==> src/rtl/clk_div_pkg.sv <==
// Shared constants and helpers for the multi-channel clock divider.
//   CNT_W_DEF       : default counter / divisor width (holds 50_000_000)
//   DEFAULT_DIV_DEF : divisor every channel runs at after reset
//   ch_idx_w()      : width of a channel index, never less than one bit
package clk_div_pkg;

    localparam int          CNT_W_DEF       = 26;
    localparam int unsigned DEFAULT_DIV_DEF = 50_000_000;

    // $clog2(1) is 0, but a zero-width select port is not usable, so
    // the index is always at least one bit wide.
    function automatic int ch_idx_w(input int num_ch);
        return (num_ch > 2) ? $clog2(num_ch) : 1;
    endfunction

endpackage

==> src/rtl/clk_div_channel.sv <==
// One divider channel: counter, active/pending divisor pair, toggled output
// and one-cycle tick.
//   clk      in   system clock, rising edge
//   reset    in   asynchronous, active-low reset
//   en       in   count enable
//   sync     in   restart: clear count and q, commit any pending divisor
//   load     in   write load_div into the pending divisor
//   load_div in   new divisor value
//   tick     out  registered pulse on each wrap (held high when divisor is 1)
//   q        out  registered output that toggles on each wrap
//   pend     out  a pending divisor is waiting to be committed
module clk_div_channel
    import clk_div_pkg::*;
#(
    parameter int          CNT_W       = CNT_W_DEF,
    parameter int unsigned DEFAULT_DIV = DEFAULT_DIV_DEF
) (
    input  logic             clk,
    input  logic             reset,
    input  logic             en,
    input  logic             sync,
    input  logic             load,
    input  logic [CNT_W-1:0] load_div,
    output logic             tick,
    output logic             q,
    output logic             pend
);

    localparam logic [CNT_W-1:0] DIV_RST = CNT_W'(DEFAULT_DIV);

    logic [CNT_W-1:0] cnt_q,      cnt_d;
    logic [CNT_W-1:0] div_act_q,  div_act_d;
    logic [CNT_W-1:0] div_pend_q, div_pend_d;
    logic             pend_q,     pend_d;
    logic             q_q,        q_d;
    logic             tick_q,     tick_d;

    logic             div_zero;
    logic             at_last;

    // Compare against div-1 instead of adding to cnt, so a divisor of
    // 2^CNT_W-1 never needs a wider counter.
    assign div_zero = (div_act_q == '0);
    assign at_last  = (cnt_q == (div_act_q - CNT_W'(1)));

    always_comb begin
        cnt_d      = cnt_q;
        div_act_d  = div_act_q;
        div_pend_d = div_pend_q;
        pend_d     = pend_q;
        q_d        = q_q;
        tick_d     = 1'b0;

        if (sync) begin
            // Restart wins over counting and loading on this edge.
            cnt_d = '0;
            q_d   = 1'b0;
            if (pend_q) begin
                div_act_d = div_pend_q;
                pend_d    = 1'b0;
            end
        end else begin
            if (pend_q && (!en || div_zero)) begin
                // No wrap will come to commit on: take the new divisor now
                // and start its first period from zero.
                div_act_d = div_pend_q;
                pend_d    = 1'b0;
                cnt_d     = '0;
            end else if (en && div_zero) begin
                cnt_d = '0;
            end else if (en) begin
                if (at_last) begin
                    cnt_d  = '0;
                    tick_d = 1'b1;
                    q_d    = ~q_q;
                    if (pend_q) begin
                        div_act_d = div_pend_q;
                        pend_d    = 1'b0;
                    end
                end else begin
                    cnt_d = cnt_q + CNT_W'(1);
                end
            end

            // A load only ever lands in the pending slot; the wrap on this
            // same edge has already used the old divisor.
            if (load) begin
                div_pend_d = load_div;
                pend_d     = 1'b1;
            end
        end
    end

    always_ff @(posedge clk or negedge reset) begin
        if (!reset) begin
            cnt_q      <= '0;
            div_act_q  <= DIV_RST;
            div_pend_q <= '0;
            pend_q     <= 1'b0;
            q_q        <= 1'b0;
            tick_q     <= 1'b0;
        end else begin
            cnt_q      <= cnt_d;
            div_act_q  <= div_act_d;
            div_pend_q <= div_pend_d;
            pend_q     <= pend_d;
            q_q        <= q_d;
            tick_q     <= tick_d;
        end
    end

    assign tick = tick_q;
    assign q    = q_q;
    assign pend = pend_q;

endmodule

==> src/rtl/clk_div_multi.sv <==
// Multi-channel programmable clock divider / tick generator.
//   clk      in   system clock, rising edge
//   reset    in   asynchronous, active-low reset
//   en       in   [NUM_CH] per-channel count enable
//   sync     in   restart and phase-align every channel
//   load     in   divisor write strobe
//   load_ch  in   channel addressed by load (out-of-range values ignored)
//   load_div in   [CNT_W] divisor to write
//   tick     out  [NUM_CH] one-cycle pulse every N enabled cycles
//   q        out  [NUM_CH] divided output, period 2N
//   pend     out  [NUM_CH] divisor waiting to be committed
module clk_div_multi
    import clk_div_pkg::*;
#(
    parameter int          NUM_CH      = 4,
    parameter int          CNT_W       = CNT_W_DEF,
    parameter int unsigned DEFAULT_DIV = DEFAULT_DIV_DEF,
    localparam int         IDX_W       = ch_idx_w(NUM_CH)
) (
    input  logic              clk,
    input  logic              reset,
    input  logic [NUM_CH-1:0] en,
    input  logic              sync,
    input  logic              load,
    input  logic [IDX_W-1:0]  load_ch,
    input  logic [CNT_W-1:0]  load_div,
    output logic [NUM_CH-1:0] tick,
    output logic [NUM_CH-1:0] q,
    output logic [NUM_CH-1:0] pend
);

    logic [NUM_CH-1:0] load_sel;

    for (genvar gi = 0; gi < NUM_CH; gi++) begin : g_ch
        // Indices at or above NUM_CH match no channel and are dropped.
        assign load_sel[gi] = load && (load_ch == IDX_W'(gi));

        clk_div_channel #(
            .CNT_W       (CNT_W),
            .DEFAULT_DIV (DEFAULT_DIV)
        ) u_ch (
            .clk      (clk),
            .reset    (reset),
            .en       (en[gi]),
            .sync     (sync),
            .load     (load_sel[gi]),
            .load_div (load_div),
            .tick     (tick[gi]),
            .q        (q[gi]),
            .pend     (pend[gi])
        );
    end

endmodule
==> config.mk <==
export PLATFORM = sky130hd
export DESIGN_NAME = clk_div_multi
export DESIGN_NICKNAME = d
export VERILOG_FILES = /design/src/rtl/clk_div_pkg.sv /design/src/rtl/clk_div_channel.sv /design/src/rtl/clk_div_multi.sv
export SDC_FILE = /design/constraint.sdc
export NUM_CORES = 1
export LEC_CHECK = 0
export BUFFER_PORTS_ARGS = -buffer_cell sky130_fd_sc_hd__buf_4
export CORE_ASPECT_RATIO = 0.5
export CORE_MARGIN = 4
export CORE_UTILIZATION = 55
export DETAILED_ROUTE_END_ITERATION = 6
export PLACE_DENSITY = 0.69
export SYNTH_ARGS = -nofsm -noshare
export SYNTH_HDL_FRONTEND = slang
export SYNTH_SLANG_ARGS = --single-unit
export TNS_END_PERCENT = 30
==> constraint.sdc <==
create_clock -name clk -period 4.3 [get_ports clk]
set_clock_uncertainty 0.15 [all_clocks]
set_input_delay 0.645 -clock clk [delete_from_list [all_inputs] [get_ports clk]]
set_output_delay 0.645 -clock clk [all_outputs]
set_load 0.02 [all_outputs]
# Yosys cells after proc, flatten, opt, wreduce, memory -nomap -nowiden
# Index checks and enable logic that the tools add are counted.
# totals
reg_bits,324
out_inout_bits,12
input_bits,36
# classes
n_reduce_logical,69
n_mux,108
eq_ne,23
bitwise,5
n_addsub,8
# ops
op,count
$mux 26,44
$add 26x1->26 const B,4
$eq 26x26->1,4
$logic_not 26->1,4
$sub 26x1->26 const B,4
$mux 1,64
$reduce_bool 4->1,12
$reduce_and 3->1,8
$reduce_bool 3->1,8
$ne 2x2->1 const B,8
$ne 4x2->1 const B,4
$reduce_and 4->1,4
$reduce_bool 2->1,8
$logic_and 1x1->1,12
$ne 3x2->1 const B,4
$reduce_and 2->1,4
$not 1->1,5
$eq 2x2->1 const B,2
$logic_not 1->1,4
$logic_or 1x1->1,4
$eq 2x1->1 const B,1
$logic_not 2->1,1

# Longest topological paths before layout
# depth
ltp_word,8
ltp_mapped,15
mapped_depth_nobuf,11

# Hierarchy
# From an unflattened synthesis, not the netlist that was laid out.
# unflattened
hier_cells,1977
area_unflattened_um2,19847.8
# modules_own_cells
mod,area_each_um2,cells_each,instances
clk_div_channel (g_ch[0].u_ch ...),4788.3,444,2
clk_div_channel (g_ch[2].u_ch),5600.4,657,1
clk_div_channel (g_ch[3].u_ch),4633.2,428,1
clk_div_multi,37.5,4,1

# Least setup slack after synthesis
# OpenSTA, ideal clock, no wires.
# synth_timing
path_type,reg2reg
start,reg (tool-made name)
end,reg (tool-made name)
setup_slack_ps,742
stages_incl_launch_ff,15
period_less_slack_ps,3558
arrival_time_ps,3280
path_buffers,3
setup_ps,127
path_cell_list,dfrtp_1 clkbuf_1 inv_1 ha_1 or4b_1 nor2_1 nand3_1 xor2_1 a211o_1 a2111o_1 o21ba_1 nand2b_1 buf_2 buf_6 mux2_1

==> metrics.md <==
| Metric | Value |
|---|---|
| Combinational power share | 0.263 |
| Critical Path Most Common Cell | or4_1 |
| Commonest non-fill, non-tap cell in the layout | dfrtp_1 |
| Critical Path, Cell by Cell | inv_1 > ha_1 > nor3b_4 > nand3_1 > or4_1 > o31ai_1 > nand4_1 > or4_1 > o21a_1 > buf_12 > a21o_1 > a22o_1 |
| CP Launch Type | flip-flop |
| RSZ-0062 raised after global routing | false |
| Count of final hold-check violations | 5 |
| Sequential Power Share | 0.465 |
| Fin. max-slew vios | 0 |
| Largest net degree at the start of global routing | 110 |
| Tightest Pin Transition | 1.00 ns |
| Max stage delay on crit path | 0.62 ns |
| Quantity of hold-fixing buffers added after cts | 0 |
| Mapped Cells | 1764 |
| Pwr dens | 524 mW/mm^2 |
| Design internal power | 6.87 mW |
| Number of CTS-inserted buffers | 29 |
| Commonest cells after routing, fill and taps aside | dfrtp_1 (276), mux2_2 (130), nand2_1 (127) |
| Critical Path End Type | flip-flop |
| Initial Util | 0.565 |
| Met1 Usage GRT | 0.406 |
| Synthesized area per cell | 10.3 sq um |
| Yosys reg bits | 324 |
| NetSw | 3.57 mW |
| Mapped Area | 0.0182 sq mm |
| Sinks on Clock Net | 324 |
| Type of the worst setup path | reg -> reg |
| DRT Pass-1 Iters | 6 |
| Post-route minimum period | 4.04 ns |
| Grt met2 use | 0.389 |
| Worst VDD drop | 278 uV |
| Total GRT Usage | 0.259 |
| Sequential cell area fraction in the yosys report | 0.450 |
| Ys async rst share | 1.00 |
| Drt initial violations | 1182 |
| Final worst-path cycle share | 0.939 |
| Port Buf Inserts | 47 |
| Rel. slew slack | 0.328 |
| CTS tree | yes |
| Clk root buf | clkbuf_16 |
| Cell taking the most area after synthesis | dfrtp_1 |
| Synth top area cells | dfrtp_1 (38%), mux2_2 (8.1%), dfstp_2 (6.9%), mux2_1 (3.8%), xnor2_1 (3.7%) |
| Fin Setup TNS | 0 ns |
| Data required time at the worst endpoint | 4.61 ns |
| Share of cells above drive strength 1 | 0.207 |
| Final setup violation count | 0 |
| Grt peak-use layer | met1 |
| Syn. warnings | 0 |
| H-tree Lvls | 1 |
| Status | finished with violations |
| Post-detail-place hpwl | 33700 um |
| Max_cap viols | 0 |
| Clk pwr share | 0.271 |
| Critical path arrival | 4.35 ns |
| First-pass GRT wire length | 74400 um |
| Layout area overhead | 9.70% |
| Vias in the first global route | 13242 |
| DRT antenna net count | 0 |
| GPL Wtd Cong | 0.932 |
| Post-synth top area share | 0.380 |
| Met3 usage | 0.0363 |
| Switch share | 0.342 |
| Antenna violations before repair | 0 |
| Vias per cell | 6.28 |
| Core Rows | 46 |
| Crit Path Max Fanout | 20 |
| Die Span X | 265 um |
| Final wirelength | 47200 um |
| EDFF count, synth | 0 |
| Main synth FF type | dfrtp_1 |
| Core Area | 0.0321 sq mm |
| Net Count, Synth | 1812 |
| DRC viols | 0 |
| Vias post-DR | 13980 |
| Type of the tightest min-delay check | in -> async |
| Antenna cell count | 0 |
| Die ar. | 0.0362 sq mm |
| Wire per inst | 21.2 um |
| I/O pin count | 48 |
| Synth cell types | 89 |
| CTS clk-pin slew, worst paths | 0.07 ns |
| Final layout net count | 1819 |
| Die H | 136 um |
| Max clock buf depth | 3 |
| Static Leakage | 8.23 nW |
| Worst-Skew Late Latency | 0.58 ns |
| Total grt overflow | 0 |
| Final hold slack | -0.0306 ns |
| Top achievable clock speed | 248 MHz |
| Slowest cell on crit path | or4_1 |
| Failing checks | negative hold slack |
per-stage QoR:
| step | cells | utilization | total power [mW] | instance area [sq um] | setup WS, ns |
|---|---|---|---|---|---|
| floorplan | 1764 | - | 6.67 | 18200 | 0.742 |
| global placement | 2172 | 0.588 | 7.45 | 18900 | 0.417 |
| detailed placement | 2172 | 0.588 | 7.59 | 18900 | 0.335 |
| CTS | 2226 | 0.620 | 10.4 | 19900 | 0.310 |
| global route | 2226 | 0.620 | 11.0 | 19900 | 0.0404 |
| finish | 2226 | 0.620 | 10.4 | 19900 | 0.264 |
critical path: cells and delay by family (launching register included):
family | cells | cell delay (ns)
buffers and inverters | 2 | 0.37
AO/OA/AOI/OAI | 4 | 1.05
flip-flops | 1 | 0.44
adder cells (fa/ha/maj) | 1 | 0.21
AND/OR/NAND/NOR | 5 | 1.70
kinds of logic (layout without fill, tap and decap cells):
| group | count (synthesis) | count (layout) | share of synthesized area |
|---|---|---|---|
| mux | 230 | 230 | 0.146 |
| simple gates | 659 | 659 | 0.199 |
| fa+ha+maj | 12 | 12 | 0.00827 |
| compound gates | 270 | 270 | 0.100 |
| xor+xnor | 125 | 125 | 0.0603 |
| buf+inv | 144 | 174 | 0.0365 |
| flops | 324 | 324 | 0.450 |
power groups by stage:
stage          clock network [mW]  registers [mW]  logic, mW
2_1_floorplan                   0            4.36       2.31
3_3_place_gp                    0            4.80       2.65
3_5_place_dp                    0            4.86       2.72
4_1_cts                      2.88            4.82       2.74
5_1_grt                      3.00            4.95       3.04
6_report                     2.83            4.86       2.75
path summary, 6_finish.rpt:
check	endpoint	slack, ns	cells past startpoint
worst min-delay path	g_ch[3].u_ch.cnt_q[10]	-0.03	1
max in group asynchronous	asynchronous set/reset pin	3.01	2
worst min register to register	flip-flop	0.33	1
worst max register to register	g_ch[2].u_ch.cnt_q[6]	0.26	12
worst max-delay path	g_ch[2].u_ch.cnt_q[6]	0.26	12
min in group clk	g_ch[1].u_ch.div_pend_q[9]	0.19	2
layout make-up:
cell class	instances	area, sq um
clock buffer	36	782
clock inverter	18	253
sequential	324	8170
multi-input combinational	1296	9380
timing repair buffer	77	636
inverter	43	161
fill	2597	12200
tap	432	541
per-layer routing:
layer / up-vias / wire length (um)
li1: 6473 / -
met1: 7037 / 23400
met2: 416 / 20200
met3: 54 / 2770
met4: 0 / 765
met5: - / 0
synth_stat cells, types with 11 or more instances:
cell,n
a31oi_1,12
nand4_1,34
a22o_1,12
ha_1,12
a221o_1,11
or3_1,48
or2_2,14
buf_2,14
a21oi_1,60
nand2b_1,12
buf_4,14
mux2_2,130
mux2i_1,18
nor2_1,86
xnor2_1,76
nand2_1,127
or4_1,15
nor3_1,53
inv_1,43
dfstp_2,48
dfrtp_1,276
clkbuf_1,62
xor2_1,49
mux2_4,20
mux2_1,62
nor2b_1,12
o21ai_0,58
nand3b_1,22
a21o_1,18
and3_1,33
nor4_1,29
nand3_1,112
what timing repair did:
item                       in CTS  in global routing
buffers inserted                0                  0
gates resized for setup         0                  2
setup endpoints to repair       0                  1
Note: power is estimated with default switching activity, not from simulation.
